===== src/rtl/clock_set_ctrl_pkg.sv =====
// Shared types and constants for the clock setting controller.
package clock_pkg;

  localparam int HOUR_W = 5;
  localparam int MIN_W  = 6;
  localparam logic [HOUR_W-1:0] MAX_HOUR = 5'd23;
  localparam logic [MIN_W-1:0]  MAX_MIN  = 6'd59;

  typedef enum logic [2:0] {
    RUN       = 3'd0,
    SET_HOUR  = 3'd1,
    SET_MIN   = 3'd2,
    SET_AHOUR = 3'd3,
    SET_AMIN  = 3'd4
  } set_state_t;

  function automatic logic [HOUR_W-1:0] next_hour(input logic [HOUR_W-1:0] h);
    return (h == MAX_HOUR) ? 5'd0 : h + 5'd1;
  endfunction

  function automatic logic [MIN_W-1:0] next_min(input logic [MIN_W-1:0] m);
    return (m == MAX_MIN) ? 6'd0 : m + 6'd1;
  endfunction

  function automatic logic is_edit(input set_state_t s);
    return (s != RUN);
  endfunction

endpackage


===== src/rtl/clock_set_ctrl_if.sv =====
// Time-counter load path, alarm registers and display blanking of the setting controller.
interface clock_set_ctrl_if;
  import clock_pkg::*;

  logic [HOUR_W-1:0] cur_hour;
  logic [MIN_W-1:0]  cur_min;
  logic              time_load;
  logic [HOUR_W-1:0] time_hour;
  logic [MIN_W-1:0]  time_min;
  logic [HOUR_W-1:0] alarm_hour;
  logic [MIN_W-1:0]  alarm_min;
  logic              alarm_en;
  logic              editing;
  logic              blank_hour;
  logic              blank_min;

  modport master (
    input  cur_hour, cur_min,
    output time_load, time_hour, time_min, alarm_hour, alarm_min,
           alarm_en, editing, blank_hour, blank_min
  );

  modport slave (
    output cur_hour, cur_min,
    input  time_load, time_hour, time_min, alarm_hour, alarm_min,
           alarm_en, editing, blank_hour, blank_min
  );

endinterface


===== src/rtl/clock_set_ctrl_btn_conditioner.sv =====
// Push-button conditioner: 2-flop synchronizer, debounce counter and rising-edge pulse.
module btn_conditioner #(
  parameter int DEBOUNCE_CYC = 500000
) (
  input  logic clk,
  input  logic rst,
  input  logic raw,
  output logic level,
  output logic rise_p
);

  localparam int CNT_W = (DEBOUNCE_CYC > 1) ? $clog2(DEBOUNCE_CYC) : 1;

  logic [1:0]       sync_r;
  logic [CNT_W-1:0] cnt_r;
  logic             level_r;
  logic             rise_r;

  // Synchronize, then accept a new level once it has been stable long enough
  always_ff @(posedge clk) begin
    if (rst) begin
      sync_r  <= 2'b00;
      cnt_r   <= CNT_W'(0);
      level_r <= 1'b0;
      rise_r  <= 1'b0;
    end else begin
      sync_r <= {sync_r[0], raw};
      if (sync_r[1] != level_r) begin
        if (cnt_r == CNT_W'(DEBOUNCE_CYC - 1)) begin
          level_r <= sync_r[1];
          rise_r  <= sync_r[1];
          cnt_r   <= CNT_W'(0);
        end else begin
          rise_r <= 1'b0;
          cnt_r  <= cnt_r + CNT_W'(1);
        end
      end else begin
        rise_r <= 1'b0;
        cnt_r  <= CNT_W'(0);
      end
    end
  end

  assign level  = level_r;
  assign rise_p = rise_r;

endmodule


===== src/rtl/clock_set_ctrl.sv =====
// Mode FSM for editing time and alarm with blinking field blanking.
// Optional INC auto-repeat in edit states is enabled by defining CLOCK_SET_AUTOREPEAT_EN.
module clock_set_ctrl
  import clock_pkg::*;
#(
  parameter int DEBOUNCE_CYC = 500000,
  parameter int BLINK_DIV    = 12500000,
  parameter int REPEAT_DLY   = 25000000,
  parameter int REPEAT_PER   = 5000000
) (
  input  logic                  clk,
  input  logic                  rst,
  input  logic                  btn_mode_raw,
  input  logic                  btn_inc_raw,
  clock_set_ctrl_if.master      bus
);

  localparam int BLINK_W = $clog2(BLINK_DIV + 1);

  logic mode_level_s, mode_p_s;
  logic inc_level_s, inc_p_s;
  logic rep_p_s;
  logic inc_s;

  set_state_t        state_r, state_n;
  logic [HOUR_W-1:0] sh_h_r, sh_h_n;
  logic [MIN_W-1:0]  sh_m_r, sh_m_n;
  logic              time_load_r, time_load_n;
  logic [HOUR_W-1:0] time_hour_r, time_hour_n;
  logic [MIN_W-1:0]  time_min_r, time_min_n;
  logic [HOUR_W-1:0] alarm_hour_r, alarm_hour_n;
  logic [MIN_W-1:0]  alarm_min_r, alarm_min_n;
  logic              alarm_en_r, alarm_en_n;
  logic [BLINK_W-1:0] blink_cnt_r, blink_cnt_n;
  logic              phase_off_r, phase_off_n;
  logic              editing_r, blank_hour_r, blank_min_r;
  logic              blank_hour_n, blank_min_n;

  btn_conditioner #(.DEBOUNCE_CYC(DEBOUNCE_CYC)) u_mode (
    .clk(clk), .rst(rst), .raw(btn_mode_raw), .level(mode_level_s), .rise_p(mode_p_s)
  );

  btn_conditioner #(.DEBOUNCE_CYC(DEBOUNCE_CYC)) u_inc (
    .clk(clk), .rst(rst), .raw(btn_inc_raw), .level(inc_level_s), .rise_p(inc_p_s)
  );

`ifdef CLOCK_SET_AUTOREPEAT_EN
  localparam int REP_MAX = (REPEAT_DLY > REPEAT_PER) ? REPEAT_DLY : REPEAT_PER;
  localparam int REP_W   = $clog2(REP_MAX + 1);

  logic [REP_W-1:0] rep_cnt_r;
  logic             rep_armed_r;
  logic             rep_p_r;
  logic             unused_s;

  // Auto-repeat timer: initial hold delay, then a fixed period while INC stays held
  always_ff @(posedge clk) begin
    if (rst) begin
      rep_cnt_r   <= REP_W'(0);
      rep_armed_r <= 1'b0;
      rep_p_r     <= 1'b0;
    end else if (!inc_level_s || !is_edit(state_r) || (state_n != state_r)) begin
      rep_cnt_r   <= REP_W'(0);
      rep_armed_r <= 1'b0;
      rep_p_r     <= 1'b0;
    end else if (!rep_armed_r && (rep_cnt_r == REP_W'(REPEAT_DLY - 1))) begin
      rep_cnt_r   <= REP_W'(0);
      rep_armed_r <= 1'b1;
      rep_p_r     <= 1'b1;
    end else if (rep_armed_r && (rep_cnt_r == REP_W'(REPEAT_PER - 1))) begin
      rep_cnt_r   <= REP_W'(0);
      rep_armed_r <= 1'b1;
      rep_p_r     <= 1'b1;
    end else begin
      rep_cnt_r   <= rep_cnt_r + REP_W'(1);
      rep_armed_r <= rep_armed_r;
      rep_p_r     <= 1'b0;
    end
  end

  assign rep_p_s  = rep_p_r;
  assign unused_s = &{1'b0, mode_level_s};
`else
  logic unused_s;
  assign rep_p_s  = 1'b0;
  assign unused_s = &{1'b0, mode_level_s, inc_level_s, REPEAT_DLY[0], REPEAT_PER[0]};
`endif

  assign inc_s = inc_p_s | rep_p_s;

  // Next-state, shadow, alarm and blink computation; MODE takes priority over INC
  always_comb begin
    state_n      = state_r;
    sh_h_n       = sh_h_r;
    sh_m_n       = sh_m_r;
    time_load_n  = 1'b0;
    alarm_hour_n = alarm_hour_r;
    alarm_min_n  = alarm_min_r;
    alarm_en_n   = alarm_en_r;
    time_hour_n  = time_hour_r;
    time_min_n   = time_min_r;
    blink_cnt_n  = blink_cnt_r;
    phase_off_n  = phase_off_r;

    case (state_r)
      RUN: begin
        if (mode_p_s) begin
          state_n = SET_HOUR;
          sh_h_n  = bus.cur_hour;
          sh_m_n  = bus.cur_min;
        end else if (inc_p_s) begin
          alarm_en_n = ~alarm_en_r;
        end else begin
          alarm_en_n = alarm_en_r;
        end
      end
      SET_HOUR, SET_AHOUR: begin
        if (mode_p_s) begin
          state_n = (state_r == SET_HOUR) ? SET_MIN : SET_AMIN;
        end else if (inc_s) begin
          sh_h_n = next_hour(sh_h_r);
        end else begin
          sh_h_n = sh_h_r;
        end
      end
      SET_MIN: begin
        if (mode_p_s) begin
          state_n     = SET_AHOUR;
          time_load_n = 1'b1;
          sh_h_n      = alarm_hour_r;
          sh_m_n      = alarm_min_r;
        end else if (inc_s) begin
          sh_m_n = next_min(sh_m_r);
        end else begin
          sh_m_n = sh_m_r;
        end
      end
      SET_AMIN: begin
        if (mode_p_s) begin
          state_n      = RUN;
          alarm_hour_n = sh_h_r;
          alarm_min_n  = sh_m_r;
        end else if (inc_s) begin
          sh_m_n = next_min(sh_m_r);
        end else begin
          sh_m_n = sh_m_r;
        end
      end
      default: begin
        state_n = RUN;
      end
    endcase

    // The load strobe carries the time shadows even though the shadows switch to the alarm
    if (time_load_n) begin
      time_hour_n = sh_h_r;
      time_min_n  = sh_m_r;
    end else if (is_edit(state_n)) begin
      time_hour_n = sh_h_n;
      time_min_n  = sh_m_n;
    end else begin
      time_hour_n = time_hour_r;
      time_min_n  = time_min_r;
    end

    if ((state_n != state_r) || !is_edit(state_r) || inc_s) begin
      blink_cnt_n = BLINK_W'(0);
      phase_off_n = 1'b0;
    end else if (blink_cnt_r == BLINK_W'(BLINK_DIV - 1)) begin
      blink_cnt_n = BLINK_W'(0);
      phase_off_n = ~phase_off_r;
    end else begin
      blink_cnt_n = blink_cnt_r + BLINK_W'(1);
      phase_off_n = phase_off_r;
    end

    blank_hour_n = phase_off_n && ((state_n == SET_HOUR) || (state_n == SET_AHOUR));
    blank_min_n  = phase_off_n && ((state_n == SET_MIN)  || (state_n == SET_AMIN));
  end

  // Controller state and registered outputs
  always_ff @(posedge clk) begin
    if (rst) begin
      state_r      <= RUN;
      sh_h_r       <= 5'd0;
      sh_m_r       <= 6'd0;
      time_load_r  <= 1'b0;
      time_hour_r  <= 5'd0;
      time_min_r   <= 6'd0;
      alarm_hour_r <= 5'd0;
      alarm_min_r  <= 6'd0;
      alarm_en_r   <= 1'b0;
      blink_cnt_r  <= BLINK_W'(0);
      phase_off_r  <= 1'b0;
      editing_r    <= 1'b0;
      blank_hour_r <= 1'b0;
      blank_min_r  <= 1'b0;
    end else begin
      state_r      <= state_n;
      sh_h_r       <= sh_h_n;
      sh_m_r       <= sh_m_n;
      time_load_r  <= time_load_n;
      time_hour_r  <= time_hour_n;
      time_min_r   <= time_min_n;
      alarm_hour_r <= alarm_hour_n;
      alarm_min_r  <= alarm_min_n;
      alarm_en_r   <= alarm_en_n;
      blink_cnt_r  <= blink_cnt_n;
      phase_off_r  <= phase_off_n;
      editing_r    <= is_edit(state_n);
      blank_hour_r <= blank_hour_n;
      blank_min_r  <= blank_min_n;
    end
  end

  assign bus.time_load  = time_load_r;
  assign bus.time_hour  = time_hour_r;
  assign bus.time_min   = time_min_r;
  assign bus.alarm_hour = alarm_hour_r;
  assign bus.alarm_min  = alarm_min_r;
  assign bus.alarm_en   = alarm_en_r;
  assign bus.editing    = editing_r;
  assign bus.blank_hour = blank_hour_r;
  assign bus.blank_min  = blank_min_r;

endmodule


===== src/flat_wrapper.sv =====
// flat-port wrapper written by rule: the top's interface ports become plain ports
module clock_set_ctrl_flat import clock_pkg::*;
#(
  parameter int DEBOUNCE_CYC = 500000,
  parameter int BLINK_DIV    = 12500000,
  parameter int REPEAT_DLY   = 25000000,
  parameter int REPEAT_PER   = 5000000
)
  (clk, rst, btn_mode_raw, btn_inc_raw, bus_cur_hour, bus_cur_min, bus_time_load, bus_time_hour, bus_time_min, bus_alarm_hour, bus_alarm_min, bus_alarm_en, bus_editing, bus_blank_hour, bus_blank_min);
  clock_set_ctrl_if bus_i ();
  input  logic clk;
  input  logic rst;
  input  logic btn_mode_raw;
  input  logic btn_inc_raw;
  input wire logic [$bits(bus_i.cur_hour)-1:0] bus_cur_hour;
  input wire logic [$bits(bus_i.cur_min)-1:0] bus_cur_min;
  output wire logic [$bits(bus_i.time_load)-1:0] bus_time_load;
  output wire logic [$bits(bus_i.time_hour)-1:0] bus_time_hour;
  output wire logic [$bits(bus_i.time_min)-1:0] bus_time_min;
  output wire logic [$bits(bus_i.alarm_hour)-1:0] bus_alarm_hour;
  output wire logic [$bits(bus_i.alarm_min)-1:0] bus_alarm_min;
  output wire logic [$bits(bus_i.alarm_en)-1:0] bus_alarm_en;
  output wire logic [$bits(bus_i.editing)-1:0] bus_editing;
  output wire logic [$bits(bus_i.blank_hour)-1:0] bus_blank_hour;
  output wire logic [$bits(bus_i.blank_min)-1:0] bus_blank_min;
  assign bus_i.cur_hour = bus_cur_hour;
  assign bus_i.cur_min = bus_cur_min;
  assign bus_time_load = bus_i.time_load;
  assign bus_time_hour = bus_i.time_hour;
  assign bus_time_min = bus_i.time_min;
  assign bus_alarm_hour = bus_i.alarm_hour;
  assign bus_alarm_min = bus_i.alarm_min;
  assign bus_alarm_en = bus_i.alarm_en;
  assign bus_editing = bus_i.editing;
  assign bus_blank_hour = bus_i.blank_hour;
  assign bus_blank_min = bus_i.blank_min;
  clock_set_ctrl #(.DEBOUNCE_CYC(DEBOUNCE_CYC), .BLINK_DIV(BLINK_DIV), .REPEAT_DLY(REPEAT_DLY), .REPEAT_PER(REPEAT_PER)) u_core (.clk(clk), .rst(rst), .btn_mode_raw(btn_mode_raw), .btn_inc_raw(btn_inc_raw), .bus(bus_i));
endmodule

===== config.mk =====
export PLATFORM = sky130hd
export DESIGN_NAME = clock_set_ctrl_flat
export DESIGN_NICKNAME = d
export VERILOG_FILES = /design/src/rtl/clock_set_ctrl_pkg.sv /design/src/rtl/clock_set_ctrl_if.sv /design/src/rtl/clock_set_ctrl_btn_conditioner.sv /design/src/rtl/clock_set_ctrl.sv /design/src/flat_wrapper.sv
export SDC_FILE = /design/constraint.sdc
export NUM_CORES = 1
export LEC_CHECK = 0
export ABC_AREA = 1
export CAP_MARGIN = 30
export CORE_AREA = 3 3 128 130
export CTS_CLUSTER_DIAMETER = 200
export DETAILED_ROUTE_END_ITERATION = 8
export DIE_AREA = 0 0 131 133
export GPL_ROUTABILITY_DRIVEN = 0
export PLACE_DENSITY_LB_ADDON = 0.2
export SLEW_MARGIN = 5
export SYNTH_ARGS = -nofsm -noshare
export SYNTH_HDL_FRONTEND = slang
export SYNTH_HIERARCHICAL = 1
export SYNTH_SLANG_ARGS = --single-unit

===== constraint.sdc =====
create_clock -name clk -period 1.7 [get_ports clk]
set_input_delay 0.34 -clock clk [delete_from_list [all_inputs] [get_ports clk]]
set_output_delay 0.34 -clock clk [all_outputs]
set_load 0.05 [all_outputs]

Yosys cells after proc, flatten, opt, wreduce, memory -nomap -nowiden
Cells that the tools add are included.
Widths: inputs -> output; s select.
{ "totals": {"regBits": 112, "in_bits": 15} }
{ "op_classes": {"bitwise_logic": 7, "n_reduce_logical": 21, "n_mux": 26, "eq_ne": 16, "n_addsub": 5} }
{ "op_table": {"columns": ["op", "count"], "rows": [
  ["$mux 6", 7],
  ["$add 19x1->19 const B", 2],
  ["$eq 19x19->1 const B", 2],
  ["$mux 5", 7],
  ["$add 24x1->24 const B", 1],
  ["$eq 24x24->1 const B", 1],
  ["$pmux 6 s3", 1],
  ["$mux 3", 5],
  ["$pmux 5 s3", 1],
  ["$reduce_or 3->1", 5],
  ["$eq 3x2->1 const B", 4],
  ["$pmux 3 s4", 1],
  ["$not 1->1", 7],
  ["$add 6x1->6 const B", 1],
  ["$eq 3x1->1 const B", 2],
  ["$eq 3x3->1 const B", 2],
  ["$eq 6x6->1 const B", 1],
  ["$reduce_and 2->1", 3],
  ["$reduce_bool 3->1", 2],
  ["$add 5x1->5 const B", 1],
  ["$eq 5x5->1 const B", 1],
  ["$logic_or 1x1->1", 4],
  ["$mux 1", 4],
  ["$logic_not 3->1", 1],
  ["other kinds (7)", 9]
]} }

Logic depth before layout (Yosys ltp)
Gate-level depths: netlist (run 1).
{ "depth": {"ltp_word": 9, "mapped_depth": 11, "ltp_nobuf": 11} }

By module
The synthesis (run 1) kept the hierarchy.
{ "by_module_without_submodules": {"columns": ["mod", "cells_per_inst", "area_each_um2", "seq_area_each_um2", "n_inst"], "rows": [
  ["clock_set_ctrl", 553, 3648.5, 1321.3, 1],
  ["btn_conditioner", 174, 1219.9, 460.4, 2]
]} }

Least setup slack after synthesis (run 1)
No wires, ideal clock.
{ "synth_path": {"kind": "register to register", "startpoint": "reg u_core.blink_cnt_r[0]", "endpoint": "reg u_core.blink_cnt_r[14]", "arrival_ns": 1.403, "path_stages_with_launch": 10, "path_slack_ns": 0.175, "n_path_buf": 1, "path_cell_list": "dfxtp_1 ha_1 nand2_1 nor2_4 nand2_1 nor2_1 nand2_1 nand2_2 buf_6 a21oi_2"} }
{ "synth_via": {"elab_chain_cells": 2, "elab_cells_between_ends": 3, "cone_classes": "add/sub: 1; eq/ne: 1; reduce/logical: 1"} }
{ "synth_lines": {"columns": ["element", "line", "source"], "rows": [
  ["from (decl)", "clock_set_ctrl.sv:34", "logic [BLINK_W-1:0] blink_cnt_r, blink_cnt_n;"],
  ["from (signal assigned)", "clock_set_ctrl.sv:208", "blink_cnt_r <= blink_cnt_n;"],
  ["branches (longest 2 deep; another with $add 24x1->24)", null, null]
]} }
Several ways; the timed one is not identified.
A chain may end at the register's enable or synchronous reset.

Worst setup path in the final report (run 1)
{ "layout_path": {"startpoint": "reg u_core.blink_cnt_r[0]", "endpoint": "reg u_core.blink_cnt_r[11]"} }
Same word-level chain as after synthesis.

==> results of run 1 <==
cells in the final DEF, fill, tap and decap left out, drive strengths merged, types with 5 or more instances in the layout:
cell / synthesis / layout
buf: 14 / 58
ha: 5 / 5
clkbuf: 5 / 10
nand4: 7 / 7
nand3: 71 / 71
a21oi: 61 / 61
o21ai: 42 / 42
a21boi: 8 / 8
clkdlybuf4s50: 0 / 14
inv: 105 / 106
nor2: 173 / 173
nor3: 25 / 25
dfxtp: 112 / 112
or2: 7 / 7
nand2: 232 / 232
a31oi: 9 / 9
xor2: 16 / 16
registers in the layout, indices dropped and copies added (netlist names), 2 cells and up:
register / count
u_core/u_inc/sync_r: 2
u_core/bus.alarm_hour: 5
u_core/sh_m_r: 6
u_core/bus.time_hour: 5
u_core/u_mode/cnt_r: 19
u_core/u_inc/cnt_r: 19
u_core/bus.alarm_min: 6
u_core/bus.time_min: 6
u_core/blink_cnt_r: 24
u_core/u_mode/sync_r: 2
u_core/state_r: 3
u_core/sh_h_r: 5
tightest hold or removal path: stages, from the launching register on:
cell and delay [ns]:
dfxtp_1 0.30, inv_1 0.04, nor2_1 0.03
report_power, final:
| group | internal (mW) | switching (mW) | total, mW |
|---|---|---|---|
| Clock | 1.49 | 0.993 | 2.48 |
| Combinational | 0.0532 | 0.0555 | 0.109 |
| Sequential | 2.63 | 0.00359 | 2.63 |
routing by layer:
layer	share of wire	wire length, um
met1	0.50	7080
met2	0.45	6310
met3	0.034	484
met4	0.013	176
met5	0	0
repair_timing:
action,in CTS,in global routing
buffers inserted,0,2
hold buffers,0,0
gates resized for setup,0,5
hold endpoints to repair,0,0
endpoints found under the setup margin,0,31
per-stage QoR:
| stage | area, um2 | utilization | hold slack (ns) | instances | setup WS, ns |
|---|---|---|---|---|---|
| 6_report | 7180 | 0.471 | 0.400 | 1181 | 0.160 |
| 3_3_place_gp | 6800 | 0.446 | 0.392 | 1163 | 0.0397 |
| 3_5_place_dp | 6800 | 0.446 | 0.392 | 1163 | 0.0164 |
| 2_1_floorplan | 6090 | - | 0.388 | 901 | 0.175 |
| 5_1_grt | 7180 | 0.471 | 0.433 | 1181 | -0.00644 |
| 4_1_cts | 7150 | 0.469 | 0.401 | 1179 | 0.0778 |
layout make-up:
cell class | instances | area [um2]
fill | 1595 | 8080
multi-input combinational | 664 | 3300
sequential | 112 | 2240
timing repair buffer | 72 | 617
inverter | 106 | 398
tap | 211 | 264
clock buffer | 10 | 239
clock inverter | 6 | 115
cell families (layout without fill, tap and decap cells):
| family | count (synthesis) | in the layout | synth area share |
|---|---|---|---|
| buf+inv | 125 | 194 | 0.0902 |
| fa+ha+maj | 5 | 5 | 0.0103 |
| xor+xnor | 20 | 20 | 0.0288 |
| flops | 112 | 112 | 0.368 |
| compound gates | 121 | 121 | 0.117 |
| simple gates | 518 | 518 | 0.386 |
final timing paths:
check | slack (ns) | start | to | depth (start not counted)
worst min register to register | 0.40 | u_core/u_inc/sync_r[0] | u_core/u_inc/sync_r[1] | 2
worst min-delay path | 0.40 | u_core/u_inc/sync_r[0] | u_core/u_inc/sync_r[1] | 2
worst max register to register | 0.16 | u_core/blink_cnt_r[0] | u_core/blink_cnt_r[11] | 9
worst max-delay path | 0.16 | u_core/blink_cnt_r[0] | u_core/blink_cnt_r[11] | 9
==> impl_metrics.csv, run 1 <==
group,metric,value,unit
clock_network,cts.clk_slew.worst_paths,0.08,ns
power,irDropWorstVdd,0.514,mV
grt,globalRouteTotalUtil,0.167,
timing,period_share,0.906,
timing,finalSetupViolations,0,
drt,drc,0,
drt,drt_first_pass_iters,5,
worst_setup_path,critPathLaunchType,"register",
floorplanning,die_h,133,um
grt,grt_use_met2,0.256,
synth,synthTopCellsByArea,"dfxtp_1 (37%), nand2_1 (14%), nor2_1 (7.8%)",
timing,timing.fmax,649,MHz
synth,synth_top_area_frac,0.368,
floorplanning,num_rows,45,
clock_network,root_buffer,"clkbuf_16",
floorplanning,die_area,17400,um2
grt,grt_pass1_vias,5115,
clock_network,clkSinkCount,112,
worst_setup_path,cp_top_family,"simple AND/OR/NAND/NOR gates",
grt,grt_use_met3,0.0359,
drt,drtAntennaViolNets,0,
synth,yosysMostFrequentCell,"nand2_1",
grt,grt_pass1_wl,23900,um
drt,vias,5588,
timing,hold_viol,0,
grt,grt_antenna_before_repair,0,
timing,layout_min_cycle_time,1.54,ns
synth,ys_types,35,
final_layout,syn_to_final_growth,17.9,%
synth,seq_area_frac_synth,0.368,
worst_setup_path,setup.worst_path.class,"reg -> reg",
worst_setup_path,crit_fanout,15,
placed_design,port_buffers,41,
drt,post_drt_wl_per_cell,11.9,um
worst_setup_path,cp-end-kind,"register",
grt,met1_usage,0.236,
timing,skew,0.00776,ns
timing,worst_pin_slew,0.311,ns
worst_setup_path,crit_buf_inv,1,
timing,slew_headroom,0.793,
floorplanning,floorplan.initialDensity,0.399,
synth,synthArstFlopShare,0,
worst_hold_path,hold_path.class,"reg -> reg",
worst_setup_path,crit_path_cell_trace,"ha_1, nand2_1, nor2_4, nand2_1, nor2_2, nand2_2, nand2_2, buf_12, nor3_1",
synth,synthesis.area,6090,um2
synth,netlist_instances,901,
grt,grt_overflow_total,0,
floorplanning,die_w,131,um
clock_network,cts_buffers,9,
synth,synth_edf_count,0,
grt,grt_max_degree,26,
floorplanning,coreArea,15300,um2
clock_network,cts_buffer_depth,2,
power,power_density,727,nW/um2
drt,totalWireLength,14000,um
drt,drtIter0Drc,315,
worst_setup_path,slowest_delay,0.34,ns
grt,grt_busiest_layer,"met2",
power,p_leak,2.64,nW
clock_network,cts_tree,"built",
timing,tns,0,ns
placed_design,dpl.hpwl,10600,um
synth,ys_seq_elements,112,
drt,via_per_inst,4.73,
job,maxCapViolations,0,
timing,slew_violations,0,
clock_network,clock_latency,0.36,ns
worst_setup_path,cp.arrival,1.79,ns
power,power.total,5.22,mW
final_layout,nNetsFinal,985,
synth,synth_area_leader_cell,"dfxtp_1",
run_status,status,"finished, final reports clean",
worst_setup_path,critical-path-slowest-cell,"dfxtp_1",
clock_network,htree_levels,3,
final_layout,final_layout_size_suffix_gt1_frac,0.173,
synth,synth_warnings,6,
synth,synth_common_cells,"nand2_1 (221), nor2_1 (127), dfxtp_1 (112), inv_1 (96), nand3_1 (67)",
synth,syn_nets,921,
synth,syn_avg_cell_area,6.76,um2
synth,synth_flop_cell,"dfxtp_1",
final_layout,diodes,0,
floorplanning,io-pin-count,42,
worst_setup_path,cp.required,1.95,ns
Note: power is estimated with default switching activity, not from simulation.
==> run 2: changes to the inputs <==
ABC_AREA = unset   (was 1)
CORE_AREA = 3 3 123 125   (was 3 3 128 130)
DIE_AREA = 0 0 126 128   (was 0 0 131 133)
clock period = 1.4 ns   (was 1.7 ns; I/O delays follow)
==> run 2 against run 1 <==
Compared with the run above: the run now ends with setup timing left; first-iteration DRC count is 26% higher; largest power group unchanged; largest cell class unchanged; die area is 7.4% lower; flip-flop and latch count stayed put.
==> impl_metrics.csv, run 2 <==
group,metric,value,unit
run_status,status,"finished, violations left",
run_status,violations,"setup timing",
floorplanning,die_area,16100,um2
placed_design,port_buffers,41,
timing,tns,-16.96,ns
clock_network,cts_buffer_depth,2,
final_layout,final_cell_mix,"buf_4 (168), dfxtp_1 (81), nand2_1 (55)",
final_layout,fin_cells,1071,
clock_network,cts_tree,"built",
final_layout,largest_reg_flops,24,
grt,grt_pass1_vias,5736,
clock_network,clkSinkCount,112,
power,comb_power_share,0.031,
clock_network,clock_latency,0.37,ns
final_layout,final_core_util,0.675,
worst_setup_path,crit_path_cell_trace,"buf_8, or4_4, or2_4, clkbuf_16, nor2_1",
final_layout,n_fill_cell,1033,
drt,via_per_inst,5.48,
final_layout,multi_input_area,3980,um2
clock_network,root_buffer,"clkbuf_16",
final_layout,final_common_cell,"buf_4",
drt,vias,5865,
clock_network,cts_buffers,9,
power,power_density,632,nW/um2
timing,rsz0062_at_grt,"yes",
clock_network,htree_levels,3,
worst_setup_path,critPathLaunchType,"register",
worst_setup_path,slowest_delay,0.54,ns
worst_setup_path,cp-end-kind,"register",
final_layout,top_register,"u_core/blink_cnt_r",
worst_hold_path,hold_path.class,"in -> reg",
synth,syn_nets,676,
synth,syn_avg_cell_area,8.50,um2
drt,drt_first_pass_iters,6,
power,internal_power,4.54,mW
power,p_leak,3.40,nW
power,irDropWorstVdd,0.851,mV
grt,globalRouteTotalUtil,0.210,
final_layout,regArea,2300,um2
timing,period_share,1.22,
floorplanning,io-pin-count,42,
worst_setup_path,setup.worst_path.class,"reg -> reg",
power,p_sw_frac,0.239,
synth,synth_edf_count,0,
final_layout,diodes,0,
timing,slew_headroom,0.690,
drt,totalWireLength,18700,um
timing,timing.fmax,584,MHz
timing,skew,0.00636,ns
clock_network,cts.clk_slew.worst_paths,0.08,ns
synth,synthTopCellsByArea,"dfxtp_1 (40%), nor2_1 (5.9%), xnor2_1 (4.4%)",
synth,seq_area_frac_synth,0.402,
drt,post_drt_wl_per_cell,17.4,um
job,maxCapViolations,0,
timing,finalSetupViolations,87,
final_layout,nNetsFinal,906,
synth,ys_seq_elements,112,
synth,synth_area_leader_cell,"dfxtp_1",
worst_setup_path,crit_fanout,7,
worst_setup_path,critical-path-slowest-cell,"or4_4",
synth,synth_common_cells,"dfxtp_1 (112), nor2_1 (87), nand2_1 (59), a21oi_1 (35), nand3_1 (30)",
timing,layout_min_cycle_time,1.71,ns
worst_setup_path,cp.arrival,2.02,ns
drt,drtIter0Drc,397,
synth,ys_types,66,
final_layout,syn_to_final_growth,69.4,%
synth,yosysMostFrequentCell,"dfxtp_1",
power,p_sw,1.43,mW
grt,grt_max_degree,24,
floorplanning,die_w,126,um
grt,grt_antenna_before_repair,0,
final_layout,final_layout_size_suffix_gt1_frac,0.512,
timing,slew_violations,0,
synth,synthArstFlopShare,0,
power,power_frac_seq,0.533,
placed_design,dp.cells,1012,
synth,synthesis.area,5580,um2
grt,grt_overflow_total,0,
drt,drtAntennaViolNets,0,
floorplanning,num_rows,43,
floorplanning,floorplan.initialDensity,0.399,
drt,drc,0,
synth,netlist_instances,656,
timing,setup_slack,-0.311,ns
placed_design,dpl.hpwl,11600,um
grt,grt_pass1_wl,27500,um
final_layout,reg_top3,"u_core/blink_cnt_r: 24 flops, u_core/u_inc/cnt_r: 19 flops, u_core/u_mode/cnt_r: 19 flops",
floorplanning,die_h,128,um
power,clockPowerShare,0.436,
worst_setup_path,cp.required,1.71,ns
floorplanning,coreArea,14000,um2
synth,synth_flop_cell,"dfxtp_1",
synth,synth_warnings,6,
timing,worst_pin_slew,0.462,ns
synth,synth_top_area_frac,0.402,
timing,hold_viol,0,
## run 2: area by class of cell
cell class | instances | area share
multi-input combinational | 494 | 0.421
timing repair buffer | 256 | 0.274
inverter | 13 | 0.00569
clock inverter | 7 | 0.00834
sequential | 112 | 0.243
clock buffer | 9 | 0.0238
tap | 180 | 0.0238
## run 2: worst paths after layout
path,start,cells past startpoint,to,slack (ns)
min,rst,3,u_core/bus.alarm_hour[3],0.40
min reg2reg,u_core/u_mode/sync_r[0],1,u_core/u_mode/sync_r[1],0.45
max reg2reg,u_core/u_mode/rise_p,5,u_core/blink_cnt_r[17],-0.31
max,u_core/u_mode/rise_p,5,u_core/blink_cnt_r[17],-0.31
## run 2: metal layers
layer  GRT usage  wire, um  share of wire  up-vias
li1            -         -              -     2807
met1       0.248      7480           0.40     2842
met2       0.372      9890           0.53      175
met4      0.0776       460          0.025        0
met5           0         0              0        -
met3      0.0496       845          0.045       41
## run 2: repair_timing
action,CTS,global route
gates cloned,5,4
resized for setup,97,164
endpoints found under the setup margin,104,103
hold buffers,0,0
buffers inserted,22,18
pin swaps,36,72
## run 2: logic make-up (layout without fill, tap and decap cells)
group                    Yosys count  after routing  synth area share
AND/OR/NAND/NOR                  304            304             0.290
AO/OA/AOI/OAI                    120            120             0.147
multiplexers                       9              9            0.0170
XOR/XNOR                          56             56            0.0879
buffers and inverters             50            285            0.0446
flip-flops                       112            112             0.402
adder cells (fa/ha/maj)            5              5            0.0112
## run 2: power groups by stage
stage / clock, mW / combinational [mW] / sequential [mW]
finish: 2.60 / 0.186 / 3.18
global route: 2.78 / 0.198 / 3.18
CTS: 2.67 / 0.177 / 3.18
detailed placement: 0 / 0.131 / 3.27
global placement: 0 / 0.129 / 3.27
floorplan: 0 / 0.0433 / 3.27
## run 2: stage by stage
step | hold WS [ns] | power [mW] | cell area, um2 | worst slack [ns]
detailed placement | 0.429 | 3.40 | 7720 | -0.342
finish | 0.398 | 5.97 | 9450 | -0.311
CTS | 0.391 | 6.03 | 8670 | -0.231
global route | 0.410 | 6.16 | 9450 | -0.351
floorplan | 0.349 | 3.31 | 5730 | -0.219
global placement | 0.420 | 3.40 | 7720 | -0.290
## run 2: worst max-delay path, delay by kind of cell (launching register included)
kind                   cells  cell delay [ns]
flip-flops                 1             0.39
buffers and inverters      2             0.32
AND/OR/NAND/NOR            3             0.93
